==> config.mk <==
export PLATFORM = sky130hd
export DESIGN_NAME = spgd_metric_diff
export DESIGN_NICKNAME = d
export VERILOG_FILES = /design/src/rtl/spgd_metric_diff.sv
export SDC_FILE = /design/constraint.sdc
export NUM_CORES = 1
export LEC_CHECK = 0
export CAP_MARGIN = 0
export CORE_MARGIN = 1.5
export CORE_UTILIZATION = 60
export CTS_CLUSTER_DIAMETER = 80
export CTS_CLUSTER_SIZE = 28
export DETAILED_ROUTE_END_ITERATION = 10
export GPL_TIMING_DRIVEN = 1
export PLACE_DENSITY = 0.83
export SLEW_MARGIN = 25
export SYNTH_ARGS = -nofsm -noshare
export SYNTH_HDL_FRONTEND = slang
export SYNTH_SLANG_ARGS = --single-unit
==> constraint.sdc <==
create_clock -name ADC_CLK -period 6.7 [get_ports ADC_CLK]
set_input_delay 1.675 -clock ADC_CLK [delete_from_list [all_inputs] [get_ports ADC_CLK]]
set_output_delay 1.675 -clock ADC_CLK [all_outputs]
set_load 0.01 [all_outputs]
==> src/rtl/spgd_metric_diff.sv <==
// Two-sided SPGD metric sequencer: measures J+ and J- under opposite perturbations
// and emits the saturated, arithmetically scaled difference (J+ - J-) >>> GAIN_SHIFT.
module spgd_metric_diff #(
    parameter int FLOAT_WIDTH   = 64,
    parameter int GAIN_SHIFT    = 4,
    parameter int SETTLE_CYCLES = 16
) (
    input  logic                   ADC_CLK,
    input  logic                   RSTN,
    input  logic                   START,
    input  logic                   ABORT,
    input  logic [FLOAT_WIDTH-1:0] METRIC_IN,
    input  logic                   METRIC_WRITE,
    output logic                   ADC_ENABLE,
    output logic                   PERTURB_SIGN,
    output logic [FLOAT_WIDTH-1:0] DELTA_OUT,
    output logic                   DELTA_VALID,
    output logic                   BUSY,
    output logic                   OVERFLOW
);

    localparam int CW = (SETTLE_CYCLES > 1) ? $clog2(SETTLE_CYCLES) : 1;
    localparam logic [CW-1:0] SETTLE_LOAD = CW'(SETTLE_CYCLES - 1);
    localparam logic [FLOAT_WIDTH-1:0] POS_MAX = {1'b0, {(FLOAT_WIDTH-1){1'b1}}};
    localparam logic [FLOAT_WIDTH-1:0] NEG_MIN = {1'b1, {(FLOAT_WIDTH-1){1'b0}}};

    typedef enum logic [2:0] {
        S_IDLE, S_SETTLE_P, S_MEAS_P, S_SETTLE_M, S_MEAS_M, S_CALC, S_OUT
    } state_t;

    state_t                 state_q, state_d;
    logic [CW-1:0]          cnt_q, cnt_d;
    logic [FLOAT_WIDTH-1:0] j_plus_q, j_plus_d;
    logic [FLOAT_WIDTH-1:0] j_minus_q, j_minus_d;
    logic [FLOAT_WIDTH-1:0] result_q, result_d;
    logic                   result_sat_q, result_sat_d;
    logic [FLOAT_WIDTH-1:0] delta_q, delta_d;
    logic                   valid_q, valid_d;
    logic                   adc_en_q, adc_en_d;
    logic                   sign_q, sign_d;
    logic                   busy_q, busy_d;
    logic                   ovf_q, ovf_d;

    logic signed [FLOAT_WIDTH:0] diff, shifted;
    logic                        sat_hi, sat_lo;
    logic [FLOAT_WIDTH-1:0]      clamped;

    always_comb begin
        diff    = $signed({1'b0, j_plus_q}) - $signed({1'b0, j_minus_q});
        shifted = diff >>> GAIN_SHIFT;
        // Fits in FLOAT_WIDTH bits only when the top two bits agree.
        sat_hi  = !shifted[FLOAT_WIDTH] && shifted[FLOAT_WIDTH-1];
        sat_lo  = shifted[FLOAT_WIDTH] && !shifted[FLOAT_WIDTH-1];
        if (sat_hi)      clamped = POS_MAX;
        else if (sat_lo) clamped = NEG_MIN;
        else             clamped = shifted[FLOAT_WIDTH-1:0];
    end

    always_comb begin
        state_d      = state_q;
        cnt_d        = cnt_q;
        j_plus_d     = j_plus_q;
        j_minus_d    = j_minus_q;
        result_d     = result_q;
        result_sat_d = result_sat_q;
        delta_d      = delta_q;
        valid_d      = 1'b0;
        adc_en_d     = adc_en_q;
        sign_d       = sign_q;
        busy_d       = busy_q;
        ovf_d        = ovf_q;

        if (ABORT && state_q != S_IDLE) begin
            state_d  = S_IDLE;
            adc_en_d = 1'b0;
            sign_d   = 1'b0;
            busy_d   = 1'b0;
        end else begin
            unique case (state_q)
                S_IDLE: if (START && !ABORT) begin
                    state_d = S_SETTLE_P;
                    sign_d  = 1'b1;
                    busy_d  = 1'b1;
                    ovf_d   = 1'b0;
                    cnt_d   = SETTLE_LOAD;
                end
                S_SETTLE_P, S_SETTLE_M: begin
                    if (cnt_q == '0) begin
                        state_d  = (state_q == S_SETTLE_P) ? S_MEAS_P : S_MEAS_M;
                        adc_en_d = 1'b1;
                    end else begin
                        cnt_d = cnt_q - 1'b1;
                    end
                end
                S_MEAS_P: if (METRIC_WRITE) begin
                    j_plus_d = METRIC_IN;
                    state_d  = S_SETTLE_M;
                    adc_en_d = 1'b0;
                    sign_d   = 1'b0;
                    cnt_d    = SETTLE_LOAD;
                end
                S_MEAS_M: if (METRIC_WRITE) begin
                    j_minus_d = METRIC_IN;
                    state_d   = S_CALC;
                    adc_en_d  = 1'b0;
                end
                S_CALC: begin
                    result_d     = clamped;
                    result_sat_d = sat_hi || sat_lo;
                    state_d      = S_OUT;
                end
                // Result is staged so DELTA_OUT, DELTA_VALID and OVERFLOW update together.
                S_OUT: begin
                    delta_d = result_q;
                    ovf_d   = result_sat_q;
                    valid_d = 1'b1;
                    busy_d  = 1'b0;
                    state_d = S_IDLE;
                end
                default: state_d = S_IDLE;
            endcase
        end
    end

    always_ff @(posedge ADC_CLK) begin
        if (!RSTN) begin
            state_q      <= S_IDLE;
            cnt_q        <= '0;
            j_plus_q     <= '0;
            j_minus_q    <= '0;
            result_q     <= '0;
            result_sat_q <= 1'b0;
            delta_q      <= '0;
            valid_q      <= 1'b0;
            adc_en_q     <= 1'b0;
            sign_q       <= 1'b0;
            busy_q       <= 1'b0;
            ovf_q        <= 1'b0;
        end else begin
            state_q      <= state_d;
            cnt_q        <= cnt_d;
            j_plus_q     <= j_plus_d;
            j_minus_q    <= j_minus_d;
            result_q     <= result_d;
            result_sat_q <= result_sat_d;
            delta_q      <= delta_d;
            valid_q      <= valid_d;
            adc_en_q     <= adc_en_d;
            sign_q       <= sign_d;
            busy_q       <= busy_d;
            ovf_q        <= ovf_d;
        end
    end

    assign ADC_ENABLE   = adc_en_q;
    assign PERTURB_SIGN = sign_q;
    assign DELTA_OUT    = delta_q;
    assign DELTA_VALID  = valid_q;
    assign BUSY         = busy_q;
    assign OVERFLOW     = ovf_q;

endmodule

After elaboration in Yosys (flattened, before gate mapping)
Index checks and enable logic that the tools add are counted.
W data, S select, Z words.
{"block": "totals", "regBits": 262, "elab_cells": 69}
{"block": "op_classes", "mux": 19, "add_sub_neg": 2, "bitwise": 2, "reduce_logical": 23, "n_eq_ne": 12}
{"operator": "$sub A64 B64 Y65", "count": 1}
{"operator": "$mux W3", "count": 5}
{"operator": "$pmux W3 S5", "count": 1}
{"operator": "$reduce_and A3 Y1", "count": 5}
{"operator": "$mux W4", "count": 3}
{"operator": "$pmux W4 S3", "count": 1}
{"operator": "$ne A2 B2 Y1 const B", "count": 5}
{"operator": "$eq A3 B3 Y1 const B", "count": 3}
{"operator": "$pmux W1 S2", "count": 4}
{"operator": "$eq A3 B2 Y1 const B", "count": 2}
{"operator": "$reduce_and A2 Y1", "count": 3}
{"operator": "$reduce_bool A2 Y1", "count": 3}
{"operator": "$reduce_bool A3 Y1", "count": 2}
{"operator": "$reduce_or A2 Y1", "count": 3}
{"operator": "$mux W1", "count": 5}
{"operator": "$reduce_and A5 Y1", "count": 1}
{"operator": "$logic_not A4 Y1", "count": 1}
{"operator": "$reduce_and A4 Y1", "count": 1}
{"operator": "$sub A4 B1 Y4 const B", "count": 1}
{"operator": "$eq A3 B1 Y1 const B", "count": 1}
{"operator": "$logic_not A3 Y1", "count": 1}
{"operator": "$logic_and A1 B1 Y1", "count": 2}
{"operator": "$ne A2 B1 Y1 const B", "count": 1}
{"operator": "$not A1 Y1", "count": 2}
{"operator": "$logic_not A1 Y1", "count": 1}

Depth between registers and ports, before layout
{"block": "depth", "ltp_word": 4, "ltp_mapped": 13, "depth_no_buf": 12}

Worst setup path after synthesis
No wires, ideal clock.
{"block": "synth_path", "path_type": "input to register", "from": "input port ABORT", "to": "register, netlist name result_q[60]", "cell_stages": 9, "path_slack_ps": 3511, "t_arrival_ps": 3088, "cell_sequence": "clkbuf_1 > nor2_1 > nand3_1 > clkbuf_1 > and2_1 > clkbuf_1 > clkbuf_1 > nand2_1 > o41ai_1"}
{"block": "synth_via", "elab_chain_len": 3}
{"element": "start: declaration", "line": "11", "rtl": "input logic ABORT,"}
{"element": "$logic_and A1 B1 Y1", "line": "73", "rtl": "if (ABORT && state_q != S_IDLE) begin"}
{"element": "$not A1 Y1 (no source line)"}
{"element": "$reduce_and A2 Y1 (no source line)"}
Every way passes these cells.
A chain may end at the register's enable or synchronous reset.

Worst setup path after layout
{"block": "layout_path", "from": "input port ABORT", "to": "register result_q[56]"}
{"block": "layout_via", "elab_chain_len": 3}
{"element": "$logic_and A1 B1 Y1", "line": "73"}
{"element": "$not A1 Y1 (no source line)"}
{"element": "$reduce_and A2 Y1 (no source line)"}
{"element": "end signal: assignment", "line": "144", "rtl": "result_q <= result_d;"}
{"element": "end: declaration", "line": "35", "rtl": "logic [FLOAT_WIDTH-1:0] result_q, result_d;"}
Every way passes these cells.

==> summary.txt <==
Route
  • Pre-antenna DRT Iters: 7
  • Remaining antenna violation count: 0
  • DR vias: approximately 12k
  • Number of DRC markers in iteration 0: ~740
  • WL/cell: approximately 16 µm
  • Drt drc: 0
  • Drt via density: about 5.7
  • Detailed Route WL: ~34 mm

CTS
  • Hold Buf Count CTS: 0
  • Worst-path clk slew: ~0.1 ns
  • Clock sinks: approximately 260
  • CTS tree: done
  • Worst-case clock buffer depth: 3
  • CTS Buf Count: 15
  • Root buffer cell: clkbuf_16
  • CTS resizes: 0
  • CTS H-tree lvls: 1
  • Clock network latency to the later pin of the worst-skew pair: slightly above 0.5 ns
  • Number of setup buffers added after CTS: 0

Synthesis
  • Main flop type after synthesis: dfxtp_1
  • Post-synthesis cell type count: 70
  • Mapped Area: between 10000 and 15000 µm²
  • Synth Area in Simple Gates: between 20% and 30%
  • Mean Syn Cell Area: approximately 7.7 µm²
  • Post-synth EDFFs: 0
  • Mux contribution to synthesized area: less than 1%
  • Dominant cell type by area after synthesis: dfxtp_1
  • Compound-Gate Fraction of Synth Area: approximately a quarter
  • Post-Synth XOR/XNOR Area: around 3.2%
  • Fraction of registers with async set/reset: 0%
  • Main combinational cell family by area after synthesis: compound AO/OA/AOI/OAI gates
  • Synthesized-area fraction occupied by adder cells: between 5 and 6%
  • Post-Synthesis Cells: around 1.8k
  • Register bit total from synthesis: between 200 and 300
  • Post-synth top area share: a little under two fifths
  • Mapped Nets: between 1.5k and 2k
  • Synth Warn #: 0
  • Most area-consuming cells after synthesis: dfxtp_1, nand2_1, a21boi_0
  • Register area share after synthesis: 38.3%

Pwr
  • Leakage Power: roughly 5.8 nW
  • Total power: slightly below 3 mW
  • Worst VDD drop: 206 µV
  • Power Density: between 150 and 200 nW/µm²

Placement
  • Worst slack, placed: about 2.4 ns
  • Port Buf Inserts: between 100 and 150
  • Inst Count DP: about 2.1k
  • GPL Wtd Cong: roughly 0.93
  • Post-DP HPWL: about 24 mm

Run
  • Max Cap Viol: 0

Setup path
  • Cell Chain, Critical Path: clkdlybuf4s50_1 > nor2_1 > and3_1 > buf_4 > nand2_1 > or4_1 > nand3_1
  • WP data arrival: roughly 4.3 ns
  • Type of the worst setup path: input pin to register
  • Startpoint types: input pin
  • CP max stage delay: about 0.69 ns
  • Crit path capture type: register
  • Max FO, Critical Path: 26
  • Worst endpoint required time: 7.14 ns
  • Critical path's slowest cell: or4_1

Finish
  • Non-filler cells, final: between 2k and 2.5k
  • Layout cells sized above 1: roughly 3.3%
  • P&R area growth vs syn: 14.0%
  • Inserted Diodes: 0
  • Final #Nets: between 1.5k and 2k

Global route
  • Vias in the first global route: 11.5k
  • GRT Residual Overflow: 0
  • GRT Overall Usage: between 20% and 30%
  • Initial antenna violation count: 0
  • Pin count of the biggest net entering global routing: 85
  • First-pass GRT wire length: 56.4 mm

Floorplanning
  • Site Rows: 55
  • IO Pins: about 140
  • Chip Height: ~150 µm
  • Die ar.: approximately 24000 µm²
  • Initial Util: between 60% and 70%
  • Die width: around 150 µm
  • Core box area: between 20000 and 25000 µm²

Outcome
  • Status: finished, final reports clean

STA
  • Fmax achieved: 0.261 GHz
  • Worst slew margin: about two fifths
  • Final min period: between 3 and 4 ns
  • Period utilization: between 50 and 60%
  • Worst Clk Skew: roughly 0.026 ns
  • Max Slew Vio Count: 0
  • Worst setup margin: roughly 2.9 ns
  • RSZ-0062 raised after global routing: false
  • Tightest Pin Transition: 0.891 ns
  • Setup Viol. Count Final: 0
  • Total negative slack: 0 ns
  • Hold Vio Cnt, Final: 0

Min path
  • Min-delay worst type: register to register
## final timing paths
path | endpoint | cells after the start | slack [ns] | start
max | result_q[56] | 7 | 2.86 | ABORT
max reg2reg | result_q[59] | 12 | 3.31 | j_minus_q[24]
min reg2reg | result_q[46] | 2 | 0.46 | result_q[46]
min | result_q[46] | 2 | 0.46 | result_q[46]
## cells by family after synthesis
group / Yosys count
AND/OR/NAND/NOR: 715
AO/OA/AOI/OAI: 491
flip-flops: 261
buffers and inverters: 189
adder cells (fa/ha/maj): 64
XOR/XNOR: 50
multiplexers: 2
other: 1
## cell type report
type                            count  area (µm²)
Clock buffer                       17         393
Fill cell                        1901        6940
Clock inverter                      8         116
Multi-Input combinational cell   1323        7730
Tap cell                          285         357
Inverter                           83         312
Timing Repair Buffer              146        1430
Sequential cell                   261        5230
## per-layer routing
metal  vias up  GRT usage (%)  routed length (µm)
met3        62           3.69                1720
met5         -              0                   0
met2       323           48.4               15400
li1       6077              -                   -
met4         0           9.20                1090
met1      5647           38.3               15600
## synth_stat cells, types with 26 or more instances
library cell and number:
nand2_1 510, o21ai_0 87, a21boi_0 199, nand4_1 29, xor2_1 26, nor2_1 53
clkbuf_1 95, inv_1 82, dfxtp_1 261, and2_1 36, ha_1 64, a21oi_1 86
## cells in the final DEF, fill, tap and decap left out, drive strengths merged, types with 4 or more instances in the layout
master | Yosys | final
a211oi | 5 | 5
a21boi | 200 | 200
a21o | 23 | 23
a21oi | 89 | 89
a31oi | 11 | 11
and2 | 36 | 36
and3 | 9 | 9
and4 | 4 | 4
buf | 11 | 11
clkbuf | 95 | 17
clkdlybuf4s50 | 0 | 135
clkinv | 1 | 5
dfxtp | 261 | 261
ha | 64 | 64
inv | 82 | 85
nand2 | 510 | 510
nand2b | 8 | 8
nand3 | 25 | 25
nand4 | 29 | 29
nor2 | 54 | 54
nor2b | 11 | 11
nor3 | 10 | 10
nor4 | 6 | 6
o211a | 4 | 4
o211ai | 6 | 6
o21ai | 99 | 99
o21bai | 15 | 15
o31ai | 5 | 5
or3 | 5 | 5
xnor2 | 24 | 24
xor2 | 26 | 26
## stage by stage
| step | hold slack, ns | util, % | area, µm² |
|---|---|---|---|
| floorplan | 0.420 | - | 13600 |
| global placement | 0.434 | 66.9 | 15000 |
| detailed placement | 0.445 | 66.9 | 15000 |
| CTS | 0.460 | 69.1 | 15600 |
| global route | 0.486 | 69.2 | 15600 |
| finish | 0.459 | 69.2 | 15600 |
## flip-flops by register name, indices dropped and copies added, names as in the netlist
register / cells
cnt_q: 4
state_q: 3
DELTA_VALID: 1
j_minus_q: 64
ADC_ENABLE: 1
j_plus_q: 64
result_q: 61
PERTURB_SIGN: 1
DELTA_OUT: 61
BUSY: 1
## power breakdown
group          total, mW  leakage, nW  internal [mW]  switching, mW
clock               1.06        0.247          0.488          0.567
combinational      0.299         3.49          0.139          0.160
sequential          1.57         2.10           1.56        0.00861
total               2.92         5.84           2.18          0.736
## critical path, delay by kind of cell
family                 cells  cell delay (ns)
AND/OR/NAND/NOR            5             1.75
buffers and inverters      2             0.83
No activity file was read; power rests on OpenSTA's default activity.
